<file path="src/rtl/stream_demux_pkg.sv">
// Shared definitions for the stream demultiplexer family: default sizes,
// FSM state encoding and the channel-index width helper.
package stream_demux_pkg;

  localparam int DefW      = 8;
  localparam int DefLogNum = 3;

  typedef enum logic {
    ST_IDLE = 1'b0,
    ST_PKT  = 1'b1
  } state_t;

  // Bits needed to index num channels; never narrower than one bit.
  function automatic int chan_idx_width(input int num);
    return (num <= 2) ? 1 : $clog2(num);
  endfunction

endpackage

</file>
<file path="src/rtl/stream_demux_bit.sv">
// Single-bit demultiplexer: routes d onto output line sel, all other lines 0.
module stream_demux_bit
  import stream_demux_pkg::*;
#(
  parameter int SelW = DefLogNum
) (
  input  logic                 d,
  input  logic [SelW-1:0]      sel,
  output logic [2**SelW-1:0]   y
);

  always_comb begin
    y      = '0;
    y[sel] = d;
  end

endmodule

</file>
<file path="src/rtl/stream_demux.sv">
// Packet-aware stream demultiplexer: one input stream is steered, a whole
// packet at a time, to one of 2**LogNum output channels through a one-entry buffer.
module stream_demux
  import stream_demux_pkg::*;
#(
  parameter int W      = DefW,
  parameter int LogNum = DefLogNum
) (
  input  logic                     clk,
  input  logic                     rst_n,
  input  logic [W-1:0]             i_data,
  input  logic                     i_valid,
  input  logic                     i_last,
  output logic                     i_ready,
  input  logic [LogNum-1:0]        s,
  output logic [(2**LogNum)*W-1:0] o_data,
  output logic [2**LogNum-1:0]     o_valid,
  output logic [2**LogNum-1:0]     o_last,
  input  logic [2**LogNum-1:0]     o_ready,
  output logic                     busy,
  output state_t                   dbg_state
);

  localparam int Num  = 2**LogNum;
  localparam int IdxW = chan_idx_width(Num);

  // Handshake: a beat moves on a port when its valid and ready are both high
  // at a rising clock edge; valid never depends on ready, and the buffered
  // beat and its destination are frozen while the downstream stalls.
  state_t              state;
  logic [LogNum-1:0]   sel;
  logic                full;
  logic [LogNum-1:0]   dest;
  logic [W-1:0]        buf_data;
  logic                buf_last;

  logic                push;
  logic [LogNum-1:0]   push_dest;

  assign i_ready   = !full || o_ready[dest];
  assign push      = i_valid && i_ready;
  assign push_dest = (state == ST_IDLE) ? s : sel;

  always_ff @(posedge clk or negedge rst_n) begin
    if (!rst_n) begin
      state    <= ST_IDLE;
      sel      <= '0;
      full     <= 1'b0;
      dest     <= '0;
      buf_data <= '0;
      buf_last <= 1'b0;
    end else begin
      if (push) begin
        full     <= 1'b1;
        dest     <= push_dest;
        buf_data <= i_data;
        buf_last <= i_last;
        case (state)
          ST_IDLE: begin
            if (!i_last) begin
              state <= ST_PKT;
              sel   <= s;
            end
          end
          ST_PKT: begin
            if (i_last) state <= ST_IDLE;
          end
          default: state <= ST_IDLE;
        endcase
      end else if (full && o_ready[dest]) begin
        full <= 1'b0;
      end
    end
  end

  assign busy      = (state == ST_PKT) || full;
  assign dbg_state = state;

  stream_demux_bit #(.SelW(IdxW)) u_valid_demux (
    .d   (full),
    .sel (dest),
    .y   (o_valid)
  );

  // Data and last are gated by the same one-hot so idle channels read zero.
  for (genvar k = 0; k < Num; k++) begin : g_chan
    assign o_last[k]         = o_valid[k] & buf_last;
    assign o_data[k*W +: W]  = o_valid[k] ? buf_data : '0;
  end

endmodule

</file>
<file path="config.mk">
export PLATFORM = sky130hd
export DESIGN_NAME = stream_demux
export DESIGN_NICKNAME = d
export VERILOG_FILES = /design/src/rtl/stream_demux_pkg.sv /design/src/rtl/stream_demux_bit.sv /design/src/rtl/stream_demux.sv
export SDC_FILE = /design/constraint.sdc
export NUM_CORES = 1
export LEC_CHECK = 0
export CORE_UTILIZATION = 30
export DETAILED_ROUTE_END_ITERATION = 8
export PLACE_DENSITY = 0.73
export SYNTH_ARGS = -nofsm -noshare
export SYNTH_HDL_FRONTEND = slang
export SYNTH_SLANG_ARGS = --single-unit
</file>
<file path="constraint.sdc">
create_clock -name clk -period 1.83 [get_ports clk]
set_input_delay 0.366 -clock clk [delete_from_list [all_inputs] [get_ports clk]]
set_output_delay 0.366 -clock clk [all_outputs]
set_load 0.1 [all_outputs]
</file>
==> results of run 1 <==
logic make-up after synthesis:
kind of cell / share of synthesized area
compound gates: 0.0518
buf+inv: 0.0309
flops: 0.309
mux: 0.194
simple gates: 0.415
area by class of cell:
class / instances / area share
Inverter: 1 / 0.000914
Clock inverter: 1 / 0.00122
Sequential cell: 17 / 0.105
Multi-Input combinational cell: 124 / 0.316
Tap cell: 52 / 0.0158
Clock buffer: 3 / 0.0100
Timing Repair Buffer: 143 / 0.551
routing by layer:
metal  wire length, um  GRT usage  up-vias
li1                  -          -      761
met1              3010      0.389      893
met2              4530      0.571      131
met3               583     0.0625       24
met4               328     0.0889        0
met5                 0          0        -
repair_timing:
| item | in CTS | in global routing |
|---|---|---|
| resized for setup | 26 | 19 |
| endpoints found under the setup margin | 95 | 96 |
| pin swaps | 10 | 8 |
| cloned | 5 | 0 |
| setup buffers | 18 | 5 |
worst max path at each step:
stage                             start    endpoint  slack [ps]
CTS                 dest[0]$_DFFE_PN0P_     i_ready        -290
detailed placement           o_ready[0]     i_ready        -360
global placement             o_ready[5]     i_ready        -340
global route        dest[0]$_DFFE_PN0P_     i_ready        -370
floorplan              full$_DFFE_PN0P_  o_data[16]        -640
finish              dest[0]$_DFFE_PN0P_     i_ready        -330
cell usage in the layout, fill, tap and decap left out, drive strengths merged:
| cell type | n |
|---|---|
| nand2 | 4 |
| and2 | 72 |
| mux2i | 3 |
| inv | 1 |
| o221ai | 1 |
| or2b | 1 |
| nor2b | 1 |
| buf | 121 |
| o211ai | 2 |
| o2bb2ai | 1 |
| nand2b | 4 |
| mux2 | 16 |
| clkinv | 1 |
| dlygate4sd2 | 4 |
| or2 | 3 |
| o21ai | 1 |
| clkbuf | 3 |
| clkdlybuf4s50 | 18 |
| dfrtp | 17 |
| nor3 | 2 |
| nor2 | 12 |
| mux4 | 1 |
per-stage QoR:
step	util	hold WS (ps)	setup WS, ps
2_1_floorplan	-	70.4	-636
3_3_place_gp	0.844	482	-343
3_5_place_dp	0.844	494	-359
4_1_cts	0.921	459	-291
5_1_grt	0.937	477	-374
6_report	0.937	438	-330
flip-flops by register name, indices dropped and copies added (netlist names):
name,count
dbg_state,1
sel,3
full,1
buf_data,8
buf_last,1
dest,3
==> metrics.txt, run 1 <==
# TYPE chip_impl_metric gauge
chip_impl_metric{name="drt-total-wl",unit="mm"} 8.45
chip_impl_metric{name="initial_drt_markers",unit=""} 50
chip_impl_metric{name="synth_fp_nets",unit=""} 164
chip_impl_info{name="outcome",value="finished with violations"} 1
chip_impl_metric{name="via_count",unit=""} 1809
chip_impl_metric{name="worst_path_largest_cell_delay",unit="ps"} 540
chip_impl_metric{name="core.rowCount",unit=""} 24
chip_impl_metric{name="cp.buffers_inverters",unit=""} 1
chip_impl_metric{name="asyncSetResetFlopFracSynth",unit=""} 1.00
chip_impl_info{name="worstHoldPathType",value="in -> async"} 1
chip_impl_metric{name="mapped_area",unit="sq um"} 1380
chip_impl_metric{name="synth_top_area_frac",unit=""} 0.327
chip_impl_info{name="regToRegStartpoint",value="dest[0]$_DFFE_PN0P_"} 1
chip_impl_metric{name="io_pins",unit=""} 106
chip_impl_metric{name="final_instance_count_without_filler_cells",unit=""} 341
chip_impl_metric{name="grt_pass1_vias",unit=""} 1891
chip_impl_metric{name="drt-wirelength-per-cell",unit="um"} 24.8
chip_impl_info{name="timing.critical_path.max_delay_family",value="multiplexers"} 1
chip_impl_metric{name="drt.antenna.violating_nets",unit=""} 0
chip_impl_metric{name="worstRegToRegCells",unit=""} 6
chip_impl_metric{name="dp_hpwl",unit="mm"} 4.46
chip_impl_metric{name="multi_input_area",unit="sq um"} 1300
chip_impl_metric{name="cts-hold-fix-buffers",unit=""} 0
chip_impl_metric{name="synthesis.instances",unit=""} 141
chip_impl_metric{name="port-buffer-count",unit=""} 105
chip_impl_metric{name="final_hold_violation_count",unit=""} 0
chip_impl_metric{name="total_of_warnings_raised_by_yosys",unit=""} 0
chip_impl_metric{name="slew_at_the_pin_closest_to_its_max_slew_limit",unit="ps"} 414
chip_impl_metric{name="clock_tree.htree_level_count",unit=""} 1
chip_impl_metric{name="min_period_over_period",unit=""} 1.18
chip_impl_metric{name="cts_max_path_buffers",unit=""} 2
chip_impl_metric{name="path_clk_slew",unit="ps"} 70
chip_impl_info{name="critical_path.slowest_cell",value="sky130_fd_sc_hd__mux4_2"} 1
chip_impl_metric{name="seq_area",unit="sq um"} 432
chip_impl_metric{name="flow.area_growth_from_synthesis",unit="%"} 199
chip_impl_metric{name="setup_total_negative_slack",unit="ps"} -15600
chip_impl_info{name="setup.worst_path.class",value="reg -> out"} 1
chip_impl_metric{name="period_needed",unit="ps"} 2160
chip_impl_info{name="grt_setup_unrepaired",value="yes"} 1
chip_impl_metric{name="gr-total-overflow",unit=""} 0
chip_impl_info{name="timing.critical_path.from_type",value="flop"} 1
chip_impl_metric{name="fp.dieW",unit="um"} 69.7
chip_impl_info{name="synth_top_area_cells",value="sky130_fd_sc_hd__and2_1 33%, sky130_fd_sc_hd__dfrtp_1 31%, sky130_fd_sc_hd__mux2_4 9.8%"} 1
chip_impl_metric{name="max_clock_freq",unit="GHz"} 0.463
chip_impl_metric{name="synth.yosys.seq_area_share",unit=""} 0.309
chip_impl_metric{name="postSynthRegisterBits",unit=""} 17
chip_impl_info{name="cts_tree",value="built"} 1
chip_impl_info{name="synth_top_area_cell",value="sky130_fd_sc_hd__and2_1"} 1
chip_impl_metric{name="antenna_cells",unit=""} 0
chip_impl_metric{name="gp_weighted_congestion",unit=""} 0.760
chip_impl_metric{name="die-area",unit="sq um"} 4860
chip_impl_info{name="violated_checks",value="setup timing"} 1
chip_impl_metric{name="clock-sinks",unit=""} 17
chip_impl_metric{name="initial_core_util",unit=""} 0.314
chip_impl_metric{name="drt_pass1_iterations",unit=""} 4
chip_impl_metric{name="fillerInstances",unit=""} 120
chip_impl_info{name="cts-root-buf",value="sky130_fd_sc_hd__clkbuf_8"} 1
chip_impl_metric{name="setup-violations-final",unit=""} 96
chip_impl_metric{name="numCtsBuffers",unit=""} 3
chip_impl_metric{name="fp.coreArea",unit="sq um"} 4380
chip_impl_metric{name="critical_path_arrival",unit="ps"} 1790
chip_impl_metric{name="die_y",unit="um"} 69.7
chip_impl_info{name="critical_r2r_capture",value="buf_data[5]$_DFFE_PN0P_"} 1
chip_impl_metric{name="clkLatencyLatePin",unit="ps"} 260
chip_impl_metric{name="maxCapViolCount",unit=""} 0
chip_impl_info{name="worstPathCellList",value="mux4_2 -> nor2b_4 -> or2_4 -> buf_12"} 1
chip_impl_info{name="synth_most_common_cell",value="sky130_fd_sc_hd__and2_1"} 1
chip_impl_metric{name="gr_usage_total",unit=""} 0.319
chip_impl_metric{name="ys_types",unit=""} 22
chip_impl_metric{name="cp_num_cells",unit=""} 4
chip_impl_metric{name="syn-mean-instance-area",unit="sq um"} 9.76
chip_impl_metric{name="grt_max_degree",unit=""} 18
chip_impl_metric{name="route.detailed.vias_per_inst",unit=""} 5.30
chip_impl_metric{name="final_critical_path_setup_slack",unit="ps"} -330
chip_impl_info{name="critical_path.endpoint_type",value="primary output"} 1
chip_impl_metric{name="worst-r2r-setup-slack",unit="ps"} -230
chip_impl_metric{name="finalNetCount",unit=""} 313
chip_impl_metric{name="worst-path-max-fanout",unit=""} 3
chip_impl_metric{name="synth-edff-count",unit=""} 0
chip_impl_info{name="ys_dominant_reg_cell",value="sky130_fd_sc_hd__dfrtp_1"} 1
chip_impl_metric{name="skew",unit="ps"} 5.71
chip_impl_metric{name="crit_required",unit="ps"} 1460
chip_impl_metric{name="post-place-cells",unit=""} 311
chip_impl_metric{name="final_layout_size_suffix_gt1_frac",unit=""} 0.848
chip_impl_metric{name="slew_headroom",unit=""} 0.724
chip_impl_metric{name="final_slew_viol_count",unit=""} 0
chip_impl_metric{name="placedInstanceArea",unit="sq um"} 3700
chip_impl_metric{name="post-route-cell-area",unit="sq um"} 4110
chip_impl_metric{name="grt_antenna_before_repair",unit=""} 0
chip_impl_metric{name="drc",unit=""} 0
chip_impl_info{name="synth.top_cells.by_count",value="72 x sky130_fd_sc_hd__and2_1, 17 x sky130_fd_sc_hd__dfrtp_1, 9 x sky130_fd_sc_hd__mux2_4"} 1
chip_impl_metric{name="wire_length_of_the_first_global_routing_pass",unit="mm"} 11.7
Power of run 1 is left out: the tool's default activity adds up to more than one toggle a clock period on the data nets, which glitch-free logic cannot reach.
==> run 2, diff against run 1 <==
--- a/config.mk
+++ b/config.mk
@@ -7,6 +7,7 @@
 export LEC_CHECK = 0
 export CORE_UTILIZATION = 30
 export DETAILED_ROUTE_END_ITERATION = 8
+export MAX_ROUTING_LAYER = met4
 export PLACE_DENSITY = 0.73
 export SYNTH_ARGS = -nofsm -noshare
 export SYNTH_HDL_FRONTEND = slang
==> run 2 against run 1 <==
  * The run still ends with setup timing left
  * Critical path depth is the same
  * Global-route usage grew 0.88 points
  * Routed wire length shrank 0.15%
  * Sequential cell count is the same
  * Via count shrank 1.7%
==> metrics.txt, run 2 (synthesized netlist as in run 1, its figures left out) <==
# TYPE chip_impl_metric gauge
chip_impl_info{name="outcome",value="finished with violations"} 1
chip_impl_info{name="violated_checks",value="setup timing"} 1
chip_impl_info{name="top_library_cells_by_usage_in_the_layout_fill_and_taps_aside",value="86 x sky130_fd_sc_hd__buf_12, 72 x sky130_fd_sc_hd__and2_4, 19 x sky130_fd_sc_hd__buf_4"} 1
chip_impl_metric{name="dp_hpwl",unit="mm"} 4.46
chip_impl_info{name="biggestRegsByFlops",value="buf_data (8), dest (3), sel (3)"} 1
chip_impl_metric{name="drt-wirelength-per-cell",unit="um"} 24.7
chip_impl_metric{name="final_layout_size_suffix_gt1_frac",unit=""} 0.848
chip_impl_metric{name="final_slew_viol_count",unit=""} 0
chip_impl_metric{name="largest_register_ff_count",unit=""} 8
chip_impl_metric{name="clock_tree.htree_level_count",unit=""} 1
chip_impl_metric{name="fp.coreArea",unit="sq um"} 4380
chip_impl_metric{name="crit_required",unit="ps"} 1460
chip_impl_metric{name="grt_antenna_before_repair",unit=""} 0
chip_impl_metric{name="worst_path_largest_cell_delay",unit="ps"} 550
chip_impl_metric{name="gp_weighted_congestion",unit=""} 0.770
chip_impl_metric{name="via_count",unit=""} 1779
chip_impl_metric{name="gr-total-overflow",unit=""} 0
chip_impl_metric{name="slew_headroom",unit=""} 0.723
chip_impl_metric{name="core.rowCount",unit=""} 24
chip_impl_info{name="timing.critical_path.from_type",value="flop"} 1
chip_impl_metric{name="grt_max_degree",unit=""} 18
chip_impl_metric{name="maxCapViolCount",unit=""} 0
chip_impl_metric{name="slew_at_the_pin_closest_to_its_max_slew_limit",unit="ps"} 415
chip_impl_metric{name="finalNetCount",unit=""} 313
chip_impl_metric{name="drc",unit=""} 0
chip_impl_metric{name="worstRegToRegCells",unit=""} 6
chip_impl_metric{name="die_y",unit="um"} 69.7
chip_impl_metric{name="route.detailed.vias_per_inst",unit=""} 5.22
chip_impl_metric{name="grt_pass1_vias",unit=""} 1891
chip_impl_metric{name="antenna_cells",unit=""} 0
chip_impl_info{name="critical_path.slowest_cell",value="sky130_fd_sc_hd__mux4_2"} 1
chip_impl_info{name="critical_r2r_capture",value="buf_data[5]$_DFFE_PN0P_"} 1
chip_impl_info{name="grt_setup_unrepaired",value="yes"} 1
chip_impl_info{name="final_common_cell",value="sky130_fd_sc_hd__buf_12"} 1
chip_impl_info{name="worstPathCellList",value="mux4_2 -> nor2b_4 -> or2_4 -> buf_12"} 1
chip_impl_metric{name="io_pins",unit=""} 106
chip_impl_metric{name="path_clk_slew",unit="ps"} 70
chip_impl_metric{name="setup-violations-final",unit=""} 96
chip_impl_metric{name="worst-path-max-fanout",unit=""} 3
chip_impl_metric{name="worst-r2r-setup-slack",unit="ps"} -240
chip_impl_metric{name="clkLatencyLatePin",unit="ps"} 260
chip_impl_info{name="cts-root-buf",value="sky130_fd_sc_hd__clkbuf_8"} 1
chip_impl_metric{name="min_period_over_period",unit=""} 1.19
chip_impl_metric{name="drt_pass1_iterations",unit=""} 4
chip_impl_metric{name="critical_path_arrival",unit="ps"} 1800
chip_impl_info{name="critical_path.endpoint_type",value="primary output"} 1
chip_impl_metric{name="max_clock_freq",unit="GHz"} 0.461
chip_impl_info{name="regToRegStartpoint",value="dest[0]$_DFFE_PN0P_"} 1
chip_impl_metric{name="final_instance_count_without_filler_cells",unit=""} 341
chip_impl_metric{name="flow.area_growth_from_synthesis",unit="%"} 199
chip_impl_metric{name="die-area",unit="sq um"} 4860
chip_impl_info{name="cts_tree",value="built"} 1
chip_impl_metric{name="port-buffer-count",unit=""} 105
chip_impl_metric{name="numCtsBuffers",unit=""} 3
chip_impl_metric{name="fp.dieW",unit="um"} 69.7
chip_impl_metric{name="drt-total-wl",unit="mm"} 8.44
chip_impl_metric{name="gr_usage_total",unit=""} 0.328
chip_impl_metric{name="cts_max_path_buffers",unit=""} 2
chip_impl_metric{name="post-place-cells",unit=""} 311
chip_impl_metric{name="drt.antenna.violating_nets",unit=""} 0
chip_impl_metric{name="final_hold_violation_count",unit=""} 0
chip_impl_metric{name="initial_core_util",unit=""} 0.314
chip_impl_metric{name="wire_length_of_the_first_global_routing_pass",unit="mm"} 11.7
chip_impl_metric{name="clock-sinks",unit=""} 17
chip_impl_info{name="setup.worst_path.class",value="reg -> out"} 1
chip_impl_metric{name="period_needed",unit="ps"} 2170
chip_impl_metric{name="skew",unit="ps"} 6.11
chip_impl_info{name="worstHoldPathType",value="in -> async"} 1
chip_impl_metric{name="initial_drt_markers",unit=""} 45
chip_impl_info{name="max_flop_register",value="buf_data"} 1
chip_impl_metric{name="final_critical_path_setup_slack",unit="ps"} -339
[run 2: area by class of cell]
type                       instances  area [sq um]
timing repair buffer             143          2260
multi-input combinational        124          1300
sequential                        17           432
fill                             120           275
tap                               52          65.1
clock buffer                       3          41.3
clock inverter                     1          5.00
inverter                           1          3.75
[run 2: worst max-delay path by stage]
| stage | start | end | slack, ps |
|---|---|---|---|
| 5_1_grt | dest[0]$_DFFE_PN0P_ | i_ready | -380 |
| 6_report | dest[0]$_DFFE_PN0P_ | i_ready | -340 |
| 2_1_floorplan | full$_DFFE_PN0P_ | o_data[16] | -640 |
| 4_1_cts | dest[0]$_DFFE_PN0P_ | i_ready | -290 |
| 3_5_place_dp | o_ready[0] | i_ready | -360 |
| 3_3_place_gp | o_ready[5] | i_ready | -340 |
[run 2: metal layers]
layer	track usage	vias to the layer above	wire, um
met3	0.0610	25	530
met1	0.389	878	3060
li1	-	761	-
met4	0.0889	0	370
met5	-	-	0
met2	0.571	115	4480
[run 2: per-stage QoR]
stage               cell area, sq um  TNS, ps  hold slack, ps  worst slack, ps  utilization
CTS                             4040   -12770             459             -291        0.921
finish                          4110   -15640             437             -339        0.937
detailed placement              3700    -5970             494             -359        0.844
global placement                3700    -4600             482             -343        0.844
floorplan                       1650   -26270            70.4             -636            -
global route                    4110   -20110             477             -379        0.937
[run 2: what timing repair did]
action | in CTS | in global routing
cloned | 5 | 0
setup buffers | 18 | 5
setup endpoints to repair | 95 | 96
hold buffers | 0 | 0
pin swaps | 10 | 8
resized for setup | 26 | 19
[run 2: critical path, delay by kind of cell, from the launching register on]
kind | cells | cell delay [ps]
buffers and inverters | 1 | 170
DFF | 1 | 420
muxes | 1 | 550
and+or+nand+nor | 2 | 410
Power of run 2 is left out for the same reason.
